--- config.mk ---
export PLATFORM = sky130hd
export DESIGN_NAME = bus_fabric
export DESIGN_NICKNAME = d
export VERILOG_FILES = /design/src/rtl/bus_fabric_pkg.sv /design/src/rtl/bus_fabric_decode.sv /design/src/rtl/bus_fabric.sv
export SDC_FILE = /design/constraint.sdc
export NUM_CORES = 1
export LEC_CHECK = 0
export ABC_AREA = 0
export CAP_MARGIN = 0
export CORE_AREA = 2 2 203 205
export CTS_BUF_LIST = sky130_fd_sc_hd__clkbuf_4
export DETAILED_ROUTE_END_ITERATION = 12
export DIE_AREA = 0 0 205 207
export DONT_BUFFER_PORTS = 1
export GPL_TIMING_DRIVEN = 0
export SYNTH_ARGS = -nofsm -noshare
export SYNTH_HDL_FRONTEND = slang
export SYNTH_HIERARCHICAL = 1
export SYNTH_SLANG_ARGS = --single-unit
--- constraint.sdc ---
create_clock -name clk -period 4 [get_ports clk]
set_input_delay 0.8 -clock clk [delete_from_list [all_inputs] [get_ports clk]]
set_output_delay 0.8 -clock clk [all_outputs]
set_load 0.05 [all_outputs]
--- src/rtl/bus_fabric_pkg.sv ---
// Shared definitions for the bus fabric: FSM states, fault causes and the
// default slave address map (slot i at i<<28, 256 MB windows).
package bus_fabric_pkg;

  typedef enum logic [1:0] {
    ST_IDLE  = 2'd0,
    ST_BUSY  = 2'd1,
    ST_FAULT = 2'd2
  } state_t;

  typedef enum logic [2:0] {
    FC_NONE  = 3'd0,
    FC_MISS  = 3'd1,
    FC_SLV   = 3'd2,
    FC_TMO   = 3'd3,
    FC_PROTO = 3'd4
  } fault_code_t;

  localparam int DEF_N_SLV = 9;

  localparam logic [DEF_N_SLV*32-1:0] DEF_BASE = {
    32'h8000_0000, 32'h7000_0000, 32'h6000_0000,
    32'h5000_0000, 32'h4000_0000, 32'h3000_0000,
    32'h2000_0000, 32'h1000_0000, 32'h0000_0000
  };

  localparam logic [DEF_N_SLV*32-1:0] DEF_MASK = {DEF_N_SLV{32'hF000_0000}};

endpackage

--- src/rtl/bus_fabric_decode.sv ---
// Combinational address decoder: per-slot base/mask match, lowest hit wins.
module bus_fabric_decode #(
  parameter int N_SLV = 9,
  parameter int AW    = 32
) (
  input  logic [AW-1:0]       addr,
  input  logic [N_SLV*AW-1:0] bases,
  input  logic [N_SLV*AW-1:0] masks,
  output logic                hit,
  output logic [3:0]          index
);

  logic [N_SLV-1:0] match;

  for (genvar gi = 0; gi < N_SLV; gi++) begin : g_match
    assign match[gi] = ((addr & masks[gi*AW +: AW]) == bases[gi*AW +: AW]);
  end

  // Scanning downwards lets the lowest matching index overwrite higher ones.
  always_comb begin
    hit   = 1'b0;
    index = 4'd0;
    for (int i = N_SLV - 1; i >= 0; i--) begin
      if (match[i]) begin
        hit   = 1'b1;
        index = 4'(i);
      end
    end
  end

endmodule

--- src/rtl/bus_fabric.sv ---
// Single-master, N-slave request/response fabric with decode, timeout and a
// sticky fault register that holds until explicitly cleared.
module bus_fabric
  import bus_fabric_pkg::*;
#(
  parameter int                   N_SLV    = 9,
  parameter int                   AW       = 32,
  parameter int                   DW       = 32,
  parameter int                   ACCW     = 2,
  parameter logic [N_SLV*AW-1:0]  SLV_BASE = DEF_BASE,
  parameter logic [N_SLV*AW-1:0]  SLV_MASK = DEF_MASK,
  parameter int                   TMO_CYC  = 255
) (
  input  logic                clk,
  input  logic                rst,
  input  logic [AW-1:0]       m_addr,
  input  logic                m_w_rb,
  input  logic [ACCW-1:0]     m_acc,
  input  logic [DW-1:0]       m_wdata,
  input  logic                m_req,
  output logic                m_resp,
  output logic [DW-1:0]       m_rdata,
  output logic [N_SLV-1:0]    s_req,
  output logic [AW-1:0]       s_addr,
  output logic                s_w_rb,
  output logic [ACCW-1:0]     s_acc,
  output logic [DW-1:0]       s_wdata,
  input  logic [N_SLV-1:0]    s_resp,
  input  logic [N_SLV*DW-1:0] s_rdata,
  input  logic [N_SLV-1:0]    s_fault,
  output logic                fault,
  output logic [2:0]          fault_code,
  output logic [3:0]          fault_slv,
  output logic [AW-1:0]       fault_addr,
  input  logic                fault_clr
);

  localparam int CW = $clog2(TMO_CYC + 1);
  localparam int SW = (N_SLV > 1) ? $clog2(N_SLV) : 1;

  state_t      state_reg, state_next;
  logic [SW-1:0] sel_reg, sel_next;
  logic [AW-1:0] addr_reg, addr_next;
  logic [CW-1:0] cnt_reg, cnt_next;
  logic          fault_reg, fault_next;
  fault_code_t   code_reg, code_next;
  logic [3:0]    fslv_reg, fslv_next;
  logic [AW-1:0] faddr_reg, faddr_next;

  logic          dec_hit;
  logic [3:0]    dec_index;
  logic [SW-1:0] dec_sel;

  bus_fabric_decode #(
    .N_SLV (N_SLV),
    .AW    (AW)
  ) u_decode (
    .addr  (m_addr),
    .bases (SLV_BASE),
    .masks (SLV_MASK),
    .hit   (dec_hit),
    .index (dec_index)
  );

  assign dec_sel = dec_index[SW-1:0];

  assign s_addr     = m_addr;
  assign s_w_rb     = m_w_rb;
  assign s_acc      = m_acc;
  assign s_wdata    = m_wdata;
  assign fault      = fault_reg;
  assign fault_code = code_reg;
  assign fault_slv  = fslv_reg;
  assign fault_addr = faddr_reg;

  always_comb begin
    state_next = state_reg;
    sel_next   = sel_reg;
    addr_next  = addr_reg;
    cnt_next   = cnt_reg;
    fault_next = fault_reg;
    code_next  = code_reg;
    fslv_next  = fslv_reg;
    faddr_next = faddr_reg;
    s_req      = '0;
    m_resp     = 1'b0;
    m_rdata    = '0;
    case (state_reg)
      ST_IDLE: begin
        if (m_req) begin
          if (dec_hit) begin
            s_req[dec_sel] = 1'b1;
            sel_next       = dec_sel;
            addr_next      = m_addr;
            cnt_next       = '0;
            if (s_fault[dec_sel]) begin
              state_next = ST_FAULT;
              fault_next = 1'b1;
              code_next  = FC_SLV;
              fslv_next  = 4'(dec_sel);
              faddr_next = m_addr;
            end else begin
              state_next = ST_BUSY;
            end
          end else begin
            state_next = ST_FAULT;
            fault_next = 1'b1;
            code_next  = FC_MISS;
            fslv_next  = 4'd0;
            faddr_next = m_addr;
          end
        end
      end
      ST_BUSY: begin
        // Priority: slave fault, protocol violation, response, then timeout.
        if (s_fault[sel_reg]) begin
          state_next = ST_FAULT;
          fault_next = 1'b1;
          code_next  = FC_SLV;
          fslv_next  = 4'(sel_reg);
          faddr_next = addr_reg;
        end else if (m_req) begin
          state_next = ST_FAULT;
          fault_next = 1'b1;
          code_next  = FC_PROTO;
          fslv_next  = 4'(sel_reg);
          faddr_next = addr_reg;
        end else if (s_resp[sel_reg]) begin
          m_resp     = 1'b1;
          m_rdata    = s_rdata[32'(sel_reg)*DW +: DW];
          state_next = ST_IDLE;
        end else if (cnt_reg == CW'(TMO_CYC - 1)) begin
          state_next = ST_FAULT;
          fault_next = 1'b1;
          code_next  = FC_TMO;
          fslv_next  = 4'(sel_reg);
          faddr_next = addr_reg;
        end else if (cnt_reg != {CW{1'b1}}) begin
          cnt_next = cnt_reg + CW'(1);
        end
      end
      ST_FAULT: begin
        if (fault_clr) begin
          state_next = ST_IDLE;
          fault_next = 1'b0;
          code_next  = FC_NONE;
          fslv_next  = 4'd0;
          faddr_next = '0;
        end
      end
      default: state_next = ST_IDLE;
    endcase
  end

  always_ff @(posedge clk) begin
    if (rst) begin
      state_reg <= ST_IDLE;
      sel_reg   <= '0;
      addr_reg  <= '0;
      cnt_reg   <= '0;
      fault_reg <= 1'b0;
      code_reg  <= FC_NONE;
      fslv_reg  <= 4'd0;
      faddr_reg <= '0;
    end else begin
      state_reg <= state_next;
      sel_reg   <= sel_next;
      addr_reg  <= addr_next;
      cnt_reg   <= cnt_next;
      fault_reg <= fault_next;
      code_reg  <= code_next;
      fslv_reg  <= fslv_next;
      faddr_reg <= faddr_next;
    end
  end

endmodule
==> results of run 1 <==
## Yosys cell counts (8+ instances only)
| cell type | n | area (sq um) |
|---|---|---|
| mux2i_1 | 37 | 370 |
| o22a_1 | 64 | 561 |
| nand2b_1 | 36 | 225 |
| buf_4 | 79 | 593 |
| nor3_1 | 8 | 40.0 |
| and3b_1 | 63 | 552 |
| mux4_2 | 66 | 1490 |
| and3_1 | 123 | 769 |
| buf_2 | 26 | 130 |
| a21boi_0 | 64 | 480 |
| xor2_1 | 8 | 70.1 |
| buf_1 | 15 | 56.3 |
| a311oi_1 | 28 | 245 |
| xnor2_1 | 24 | 210 |
| buf_6 | 17 | 191 |
| inv_1 | 10 | 37.5 |
| a211oi_1 | 66 | 495 |
| nor2_1 | 89 | 334 |
| dfxtp_1 | 86 | 1720 |
| nand3_1 | 98 | 490 |
| clkbuf_1 | 42 | 158 |
| o21ai_0 | 15 | 75.1 |
| nand2_1 | 127 | 477 |
| a21oi_1 | 239 | 1200 |
| nand4_1 | 36 | 225 |
| a21o_1 | 63 | 473 |
| nor4_1 | 14 | 87.6 |
## final cells by class
| type | count | area (sq um) | share of cell area [%] |
|---|---|---|---|
| flip-flops and latches | 86 | 1720 | 9.37 |
| clock inverters | 7 | 65.1 | 0.354 |
| diodes | 26 | 65.1 | 0.354 |
| inverters | 10 | 37.5 | 0.204 |
| clock buffers | 9 | 67.6 | 0.368 |
| repair buffers | 21 | 181 | 0.987 |
| plain buffers | 177 | 1230 | 6.69 |
| well taps | 532 | 666 | 3.62 |
| multi-input cells | 2438 | 14300 | 78.1 |
## logic make-up (layout without fill, tap and decap cells)
group | Yosys count | after routing | share of synthesized area (%)
and+or+nand+nor | 623 | 623 | 27.6
AOI/OAI and AO/OA | 583 | 583 | 31.7
buffers and inverters | 190 | 224 | 9.28
muxes | 106 | 106 | 15.0
DFF | 86 | 86 | 13.6
xor gates and xnor gates | 32 | 32 | 2.22
adders and majority gates | 6 | 6 | 0.595
other | 2 | 1114 | 0.0595
## metrics by stage
stage | hold WS, ns | instances | setup TNS (ns) | utilization, %
finish | 0.445 | 3306 | -1.41 | 45.5
detailed placement | 0.447 | 3246 | -53.63 | 43.3
CTS | 0.422 | 3272 | -1.97 | 44.8
floorplan | 0.437 | 2714 | -0.0148 | -
global placement | 0.443 | 3246 | -52.12 | 43.3
global route | 0.416 | 3293 | -2.41 | 45.4
## where the power goes
group	leakage, nW	internal, mW	switching [mW]
sequential	0.702	0.907	0.215
clock	0.0715	0.144	0.365
combinational	8.25	0.443	0.676
total	9.03	1.49	1.26
## layer usage
metal,part of all wire [%],wire (um),vias up,global-route usage (%)
met5,0.38,270,-,0
met4,3.1,2160,40,10.8
met3,12,8760,144,13.6
met2,46,32800,712,53.6
met1,38,26600,7178,37.6
li1,-,-,7394,-
## worst paths after layout
path	from	endpoint
worst max-delay path	m_addr[29]	s_req[3]
worst min-delay path	m_addr[28]	addr_reg[28]
worst max register to register	state_reg[1]	fault_addr[1]
worst min register to register	addr_reg[29]	addr_reg[29]
## repair_timing
action / 4_1_cts / 5_1_grt
hold buffers: 0 / 0
endpoints found under the setup margin: 83 / 73
pin swaps: 23 / 24
setup buffers: 11 / 11
gates resized for setup: 100 / 52
## worst register-to-register path: stages (launching register included)
cell and delay [ns]:
dfxtp_1 0.37, inv_1 0.09, ha_1 0.14, clkbuf_1 0.43, clkbuf_1 0.48, clkbuf_1 0.41
nand3_1 0.22, a311oi_1 0.30
==> reports/metrics.yaml, run 1 <==
finalInstanceArea_sq_um: 18400
synthToLayoutAreaGrowth_pct: 45.7
vias_per_cell: 4.68
dp_slack_ns: -1.19
drt-wirelength-per-cell_um: 21.3
core_sq_um: 40400
worst-path-stages: 12
wl_um: 70500
outcome: "complete, but fails checks"
synthDistinctLibCells: 66
die-area_sq_um: 42400
cts_tree: "built"
yosysWarningCount: 6
grt-ovfl-total: 0
antenna_found_initial: 55
dpl-instance-area_sq_um: 17500
synth.avg_cell_area_sq_um: 7.75
crit_buf_inv: 2
grt_max_degree: 20
drtIter0Drc: 1230
regToRegSetupSlack_ns: 1.47
crit_required_ns: 3.20
die_y_um: 207
ys.flop_type: "dfxtp_1"
p_leak_nw: 9.03
numPortBuffers: 0
whs_path_depth: 2
gp_congestion: 1.03
power_mw: 2.75
period_needed_ns: 4.25
worstMarginPinSlew_ns: 0.999
crit_family: "simple AND/OR/NAND/NOR gates"
synthesis.area_sq_um: 12600
synthCells: 1628
relSlewSlack_pct: 33.4
reg2regPathDepth: 7
rows: 74
nFillCells: 4265
yosys_register_bits: 86
num_io_pins: 526
path_common_cell: "nand4_1"
hold_class: "in2reg"
final_common_cell: "conb_1"
cts_buffer_depth: 2
fmax_mhz: 235
grt_first_pass_wirelength_um: 98900
crit_path_max_incr_delay_ns: 0.49
dr.pass1.iters: 5
final_cell_mix: "1088 x conb_1, 238 x a21oi_1, 124 x nand2_1, 122 x and3_1, 98 x buf_4"
post-route-period-util_pct: 106
ys_async_sr_fraction_pct: 0
finalSetupViolCount: 9
start_kind: "input port"
place_hpwl_um: 59800
path_class: "in2out"
seq_area_frac_synth_pct: 13.6
arrival_ns: 3.45
p_per_area_nw_per_um2: 150
h-tree-depth: 3
end_kind: "primary output"
synth_edf_count: 0
cts.sinks: 86
critical_path.cell_chain: "buf_12 > and3b_1 > a211oi_2 > nand4_1 > nor4_4 > nor2_2 > nand4_1 > nand2b_4 > and3_4 > buf_6 > nand3_4 > nor3_4"
drc_errors: 0
initial_utilization_pct: 31.2
postRouteAntennaNets: 0
failed_checks: "setup timing"
via_count: 15500
rsz0062_at_grt: "yes"
worst_slack_ns: -0.246
max-vdd-ir-drop_mv: 0.131
cts_buffers: 9
die_w_um: 205
final_hold_viol_count: 0
final-max-slew-violation-count: 0
slowest_stage: "nor3_4"
grt_usage_pct: 32.4
crit_fanout: 11
clkTransAtPathRegs_ns: 0.16
clk_latency_ns: 0.47
grt_pass1_vias: 14400
nets: 3126
drv_cap: 0
drive_gt1_share_pct: 12.6
skew_ns: 0.0264
cts-root-buf: "clkbuf_4"
Note: power is estimated with default switching activity, not from simulation.
==> run 2: changes to the inputs <==
--- a/config.mk
+++ b/config.mk
@@ -13,6 +13,7 @@
 export DIE_AREA = 0 0 205 207
 export DONT_BUFFER_PORTS = 1
 export GPL_TIMING_DRIVEN = 0
+export RECOVER_POWER = 100
 export SYNTH_ARGS = -nofsm -noshare
 export SYNTH_HDL_FRONTEND = slang
 export SYNTH_HIERARCHICAL = 1
==> run 2 against run 1 <==
  * The run still ends with setup timing left
  * Final area decreased by 1.3%
  * Die area unchanged
  * Sequential share of layout area increased by 0.13 points
  * Clock skew decreased by 0.0014 ns
  * Power decreased by 1.3%
  * Worst setup slack got worse by 0.033 ns
  * Worst hold slack got worse by 0.0020 ns
  * Core utilization decreased by 0.60 points
  * Flip-flop and latch count unchanged
  * Critical path depth unchanged
  * Critical path type unchanged
  * Largest cell class unchanged
==> reports/metrics.yaml, run 2 (synthesis gave the netlist of run 1 again) <==
worst_slack_ns: -0.279
cts_tree: "built"
cts_buffers: 9
grt_first_pass_wirelength_um: 98900
outcome: "complete, but fails checks"
grt-ovfl-total: 0
power_mw: 2.71
num_io_pins: 526
fin_cells: 3308
synthToLayoutAreaGrowth_pct: 43.7
gp_congestion: 1.03
clkTransAtPathRegs_ns: 0.17
final_hold_viol_count: 0
worstMarginPinSlew_ns: 0.974
hold_class: "in2reg"
nFillCells: 4349
crit_required_ns: 3.20
vias_per_cell: 4.69
grt_max_degree: 20
arrival_ns: 3.48
die_y_um: 207
whs_path_depth: 2
path_class: "in2out"
grt_usage_pct: 32.4
skew_ns: 0.0251
initial_utilization_pct: 31.2
final-max-slew-violation-count: 0
relSlewSlack_pct: 35.1
dp_cells: 3246
p_per_area_nw_per_um2: 150
drv_cap: 0
via_count: 15500
cts-root-buf: "clkbuf_4"
cts.sinks: 86
multi_input_area_sq_um: 14300
drc_errors: 0
core_sq_um: 40400
drt-wirelength-per-cell_um: 21.3
period_needed_ns: 4.28
clk_latency_ns: 0.47
rsz0062_at_grt: "yes"
post-route-period-util_pct: 107
failed_checks: "setup timing"
dp_slack_ns: -1.19
ff_latch_area_sq_um: 1720
dr.pass1.iters: 6
final_common_cell: "conb_1"
start_kind: "input port"
drtIter0Drc: 1244
max-vdd-ir-drop_mv: 0.130
end_kind: "primary output"
drive_gt1_share_pct: 10.2
grt_pass1_vias: 14400
finalSetupViolCount: 9
rows: 74
reg2regPathDepth: 7
nets: 3126
p_leak_nw: 8.79
numPortBuffers: 0
whs_ns: 0.443
final_cell_mix: "1088 x conb_1, 238 x a21oi_1, 124 x nand2_1, 122 x and3_1, 97 x nand3_1"
place_hpwl_um: 59800
h-tree-depth: 3
die_w_um: 205
postRouteAntennaNets: 0
wl_um: 70500
die-area_sq_um: 42400
antenna_found_initial: 59
crit_fanout: 11
cts_buffer_depth: 2
fmax_mhz: 234
[run 2: cell count changes in the layout (fill, tap and decap cells not counted), sizes merged]
cell	delta
diode	+2
clkbuf	+66
buf	-66
[run 2: final timing paths]
| check | slack (ns) | end | start |
|---|---|---|---|
| worst min-delay path | 0.44 | addr_reg[28] | m_addr[28] |
| worst min register to register | 0.47 | addr_reg[29] | addr_reg[29] |
| worst max-delay path | -0.28 | s_req[3] | m_addr[29] |
| worst max register to register | 1.49 | fault_addr[1] | state_reg[1] |
[run 2: what timing repair did]
action / in CTS / in global routing
buffers inserted: 11 / 11
setup endpoints to repair: 83 / 73
resized for setup: 100 / 52
pin swaps: 23 / 24
hold buffers: 0 / 0
[run 2: cell type report]
cell class              instances  share of cell area, %
multi-input cells            2438                   79.1
flip-flops and latches         86                   9.50
plain buffers                 177                   5.41
well taps                     532                   3.67
repair buffers                 21                   1.00
diodes                         28                  0.386
clock buffers                   9                  0.373
clock inverters                 7                  0.359
inverters                      10                  0.207
[run 2: power breakdown]
group	internal (mW)	switching [mW]	total [mW]
clock	0.144	0.362	0.506
combinational	0.412	0.674	1.09
sequential	0.907	0.215	1.12
[run 2: critical path, cell delays in order]
cell and delay [ns]:
buf_12 0.12, and3b_1 0.17, a211oi_2 0.20, nand4_1 0.24, nor4_4 0.46, nor2_2 0.08
nand4_1 0.18, nand2b_4 0.19, and3_4 0.31, buf_6 0.13, nand3_4 0.09, nor3_4 0.49
[run 2: routing by layer]
layer,vias up,track usage (%),routed length [um]
li1,7406,-,-
met1,7183,37.6,26800
met2,729,53.6,32600
met3,154,13.6,8470
met4,40,10.8,2310
met5,-,0,272
[run 2: metrics by stage]
stage	TNS (ns)	instance area (sq um)	util [%]
2_1_floorplan	-0.0148	16800	-
3_3_place_gp	-52.12	17500	43.3
3_5_place_dp	-53.63	17500	43.3
4_1_cts	-1.97	18100	44.8
5_1_grt	-2.41	18100	44.8
6_report	-1.73	18100	44.9
==> run 3: changes to the inputs <==
--- a/config.mk
+++ b/config.mk
@@ -7,10 +7,10 @@
 export LEC_CHECK = 0
 export ABC_AREA = 0
 export CAP_MARGIN = 0
-export CORE_AREA = 2 2 203 205
+export CORE_AREA = 3 3 204 206
 export CTS_BUF_LIST = sky130_fd_sc_hd__clkbuf_4
 export DETAILED_ROUTE_END_ITERATION = 12
-export DIE_AREA = 0 0 205 207
+export DIE_AREA = 0 0 207 209
 export DONT_BUFFER_PORTS = 1
 export GPL_TIMING_DRIVEN = 0
 export RECOVER_POWER = 100
==> constraint.sdc (replaced) <==
create_clock -name clk -period 5.4 [get_ports clk]
set_input_delay 1.08 -clock clk [delete_from_list [all_inputs] [get_ports clk]]
set_output_delay 1.08 -clock clk [all_outputs]
set_load 0.05 [all_outputs]
==> run 3 against run 2 <==
  * The run now ends clean
  * Core utilization shrank 1.1 points
  * Critical path depth fell by 4
  * Clock skew down 0.0021 ns
  * Cell count down 0.67%
==> reports/metrics.yaml, run 3 (synthesis gave the netlist of run 1 again) <==
outcome: "finished, final reports clean"
p_leak_nw: 8.48
slowest_stage: "buf_1"
finalInstanceArea_sq_um: 17400
cts-root-buf: "clkbuf_4"
drive_gt1_share_pct: 7.22
critPathCapture: "m_rdata[6]"
period_needed_ns: 5.25
drt-wirelength-per-cell_um: 20.6
num_io_pins: 526
die_y_um: 209
finalSetupViolCount: 0
dr.pass1.iters: 5
cts_tree: "built"
final_cell_mix: "1088 x conb_1, 239 x a21oi_1, 127 x nand2_1, 122 x and3_1, 106 x clkbuf_1"
cts.sinks: 86
post-route-period-util_pct: 97.3
post_cts.repair.setup_buffers: 0
die-area_sq_um: 43300
start_kind: "flip-flop"
antenna_found_initial: 74
path_common_cell: "nor2_1"
fmax_mhz: 190
nets: 3105
crit_fanout: 10
final_hold_viol_count: 0
end_kind: "primary output"
grt_max_degree: 20
drc_errors: 0
clk_latency_ns: 0.47
initial_utilization_pct: 31.7
grt_first_pass_wirelength_um: 95500
wl_um: 67700
dp_cells: 3240
drv_cap: 0
regToRegSetupSlack_ns: 2.03
hold_class: "reg2reg"
worst_slack_ns: 0.148
synthToLayoutAreaGrowth_pct: 38.2
crit_buf_inv: 3
setup_tns_ns: 0
max-vdd-ir-drop_mv: 0.0960
nFillCells: 4279
dpl-instance-area_sq_um: 17400
dp_slack_ns: -1.33
path_class: "reg2out"
clkTransAtPathRegs_ns: 0.16
ctsHoldBuffers: 0
core_sq_um: 39800
postRouteAntennaNets: 0
via_count: 15400
final-max-slew-violation-count: 0
crit_family: "buffers and inverters"
die_w_um: 207
numPortBuffers: 0
drtIter0Drc: 1069
startpoint: "sel_reg[1]"
p_per_area_nw_per_um2: 116
place_hpwl_um: 57400
reg2regPathDepth: 7
worstMarginPinSlew_ns: 1.16
relSlewSlack_pct: 22.1
arrival_ns: 4.17
crit_path_max_incr_delay_ns: 0.72
h-tree-depth: 3
worstReg2RegStart: "sel_reg[3]"
rows: 73
skew_ns: 0.0230
fin_cells: 3286
grt_pass1_vias: 14300
worst-path-stages: 8
cts_buffers: 9
final_common_cell: "conb_1"
grt_usage_pct: 30.0
grt-ovfl-total: 0
cts_buffer_depth: 2
gp_congestion: 1.19
r2r-end: "cnt_reg[2]"
crit_required_ns: 4.32
vias_per_cell: 4.69
critical_path.cell_chain: "buf_2 > buf_1 > clkbuf_1 > mux4_2 > mux2i_1 > nor2_1 > a21oi_1 > nor2_1"
[run 3: changes by cell type in the layout (fill, tap and decap cells not counted), moves of 6 or more]
cell | previous run | this run
clkbuf_1 | 95 | 106
buf_2 | 20 | 26
buf_6 | 23 | 17
nor4_4 | 10 | 4
nor2_4 | 33 | 1
clkbuf_2 | 9 | 2
diode_2 | 28 | 34
buf_4 | 32 | 13
nor2_1 | 51 | 86
[run 3: metal layers]
layer	global-route usage [%]	vias to the layer above	share of wire [%]
met2	51.8	671	48
met3	11.1	168	10
li1	-	7360	-
met5	0	-	0.36
met1	34.7	7168	38
met4	8.71	36	3.6
[run 3: layout make-up]
type                            count  area, sq um  area share, %
Clock inverter                      7         77.6          0.445
Tap cell                          525          657           3.77
Buffer                            176          872           5.00
Sequential cell                    86         1720           9.87
Antenna cell                       34         85.1          0.488
Multi-Input combinational cell   2438        13900           79.8
Inverter                           10         37.5          0.215
Clock buffer                        9         67.6          0.388
Timing Repair Buffer                1         7.51         0.0431
[run 3: stage by stage]
| step | util [%] | hold WS [ns] | total power, mW |
|---|---|---|---|
| finish | 43.8 | 0.466 | 2.01 |
| global route | 43.7 | 0.482 | 2.14 |
| CTS | 44.2 | 0.467 | 2.00 |
| detailed placement | 43.6 | 0.448 | 1.61 |
| global placement | 43.6 | 0.441 | 1.60 |
| floorplan | - | 0.437 | 1.49 |
[run 3: how the worst min path moves through the flow]
stage / cells after the start / from / end / slack [ns]
after global routing: 2 / addr_reg[12] / addr_reg[12] / 0.48
after global placement: 2 / addr_reg[22] / addr_reg[22] / 0.44
final: 2 / addr_reg[18] / addr_reg[18] / 0.47
after detailed placement: 2 / addr_reg[7] / addr_reg[7] / 0.45
after CTS: 2 / addr_reg[16] / addr_reg[16] / 0.47
after floorplan: 2 / addr_reg[0] / addr_reg[0] / 0.44
[run 3: repair_timing]
| item | 4_1_cts | 5_1_grt |
|---|---|---|
| gates resized for setup | 21 | 5 |
| endpoints found under the setup margin | 9 | 9 |
| pin swaps | 2 | 3 |
[run 3: worst min-delay path, delay by kind of cell, from the launching register on]
family,cells,cell delay (ns)
simple gates,1,0.05
flops,1,0.34
compound gates,1,0.05
[run 3: where the power goes]
part           switching (mW)  total [mW]  internal, mW
clock                   0.249       0.396         0.147
sequential              0.161       0.833         0.672
combinational           0.488       0.786         0.298
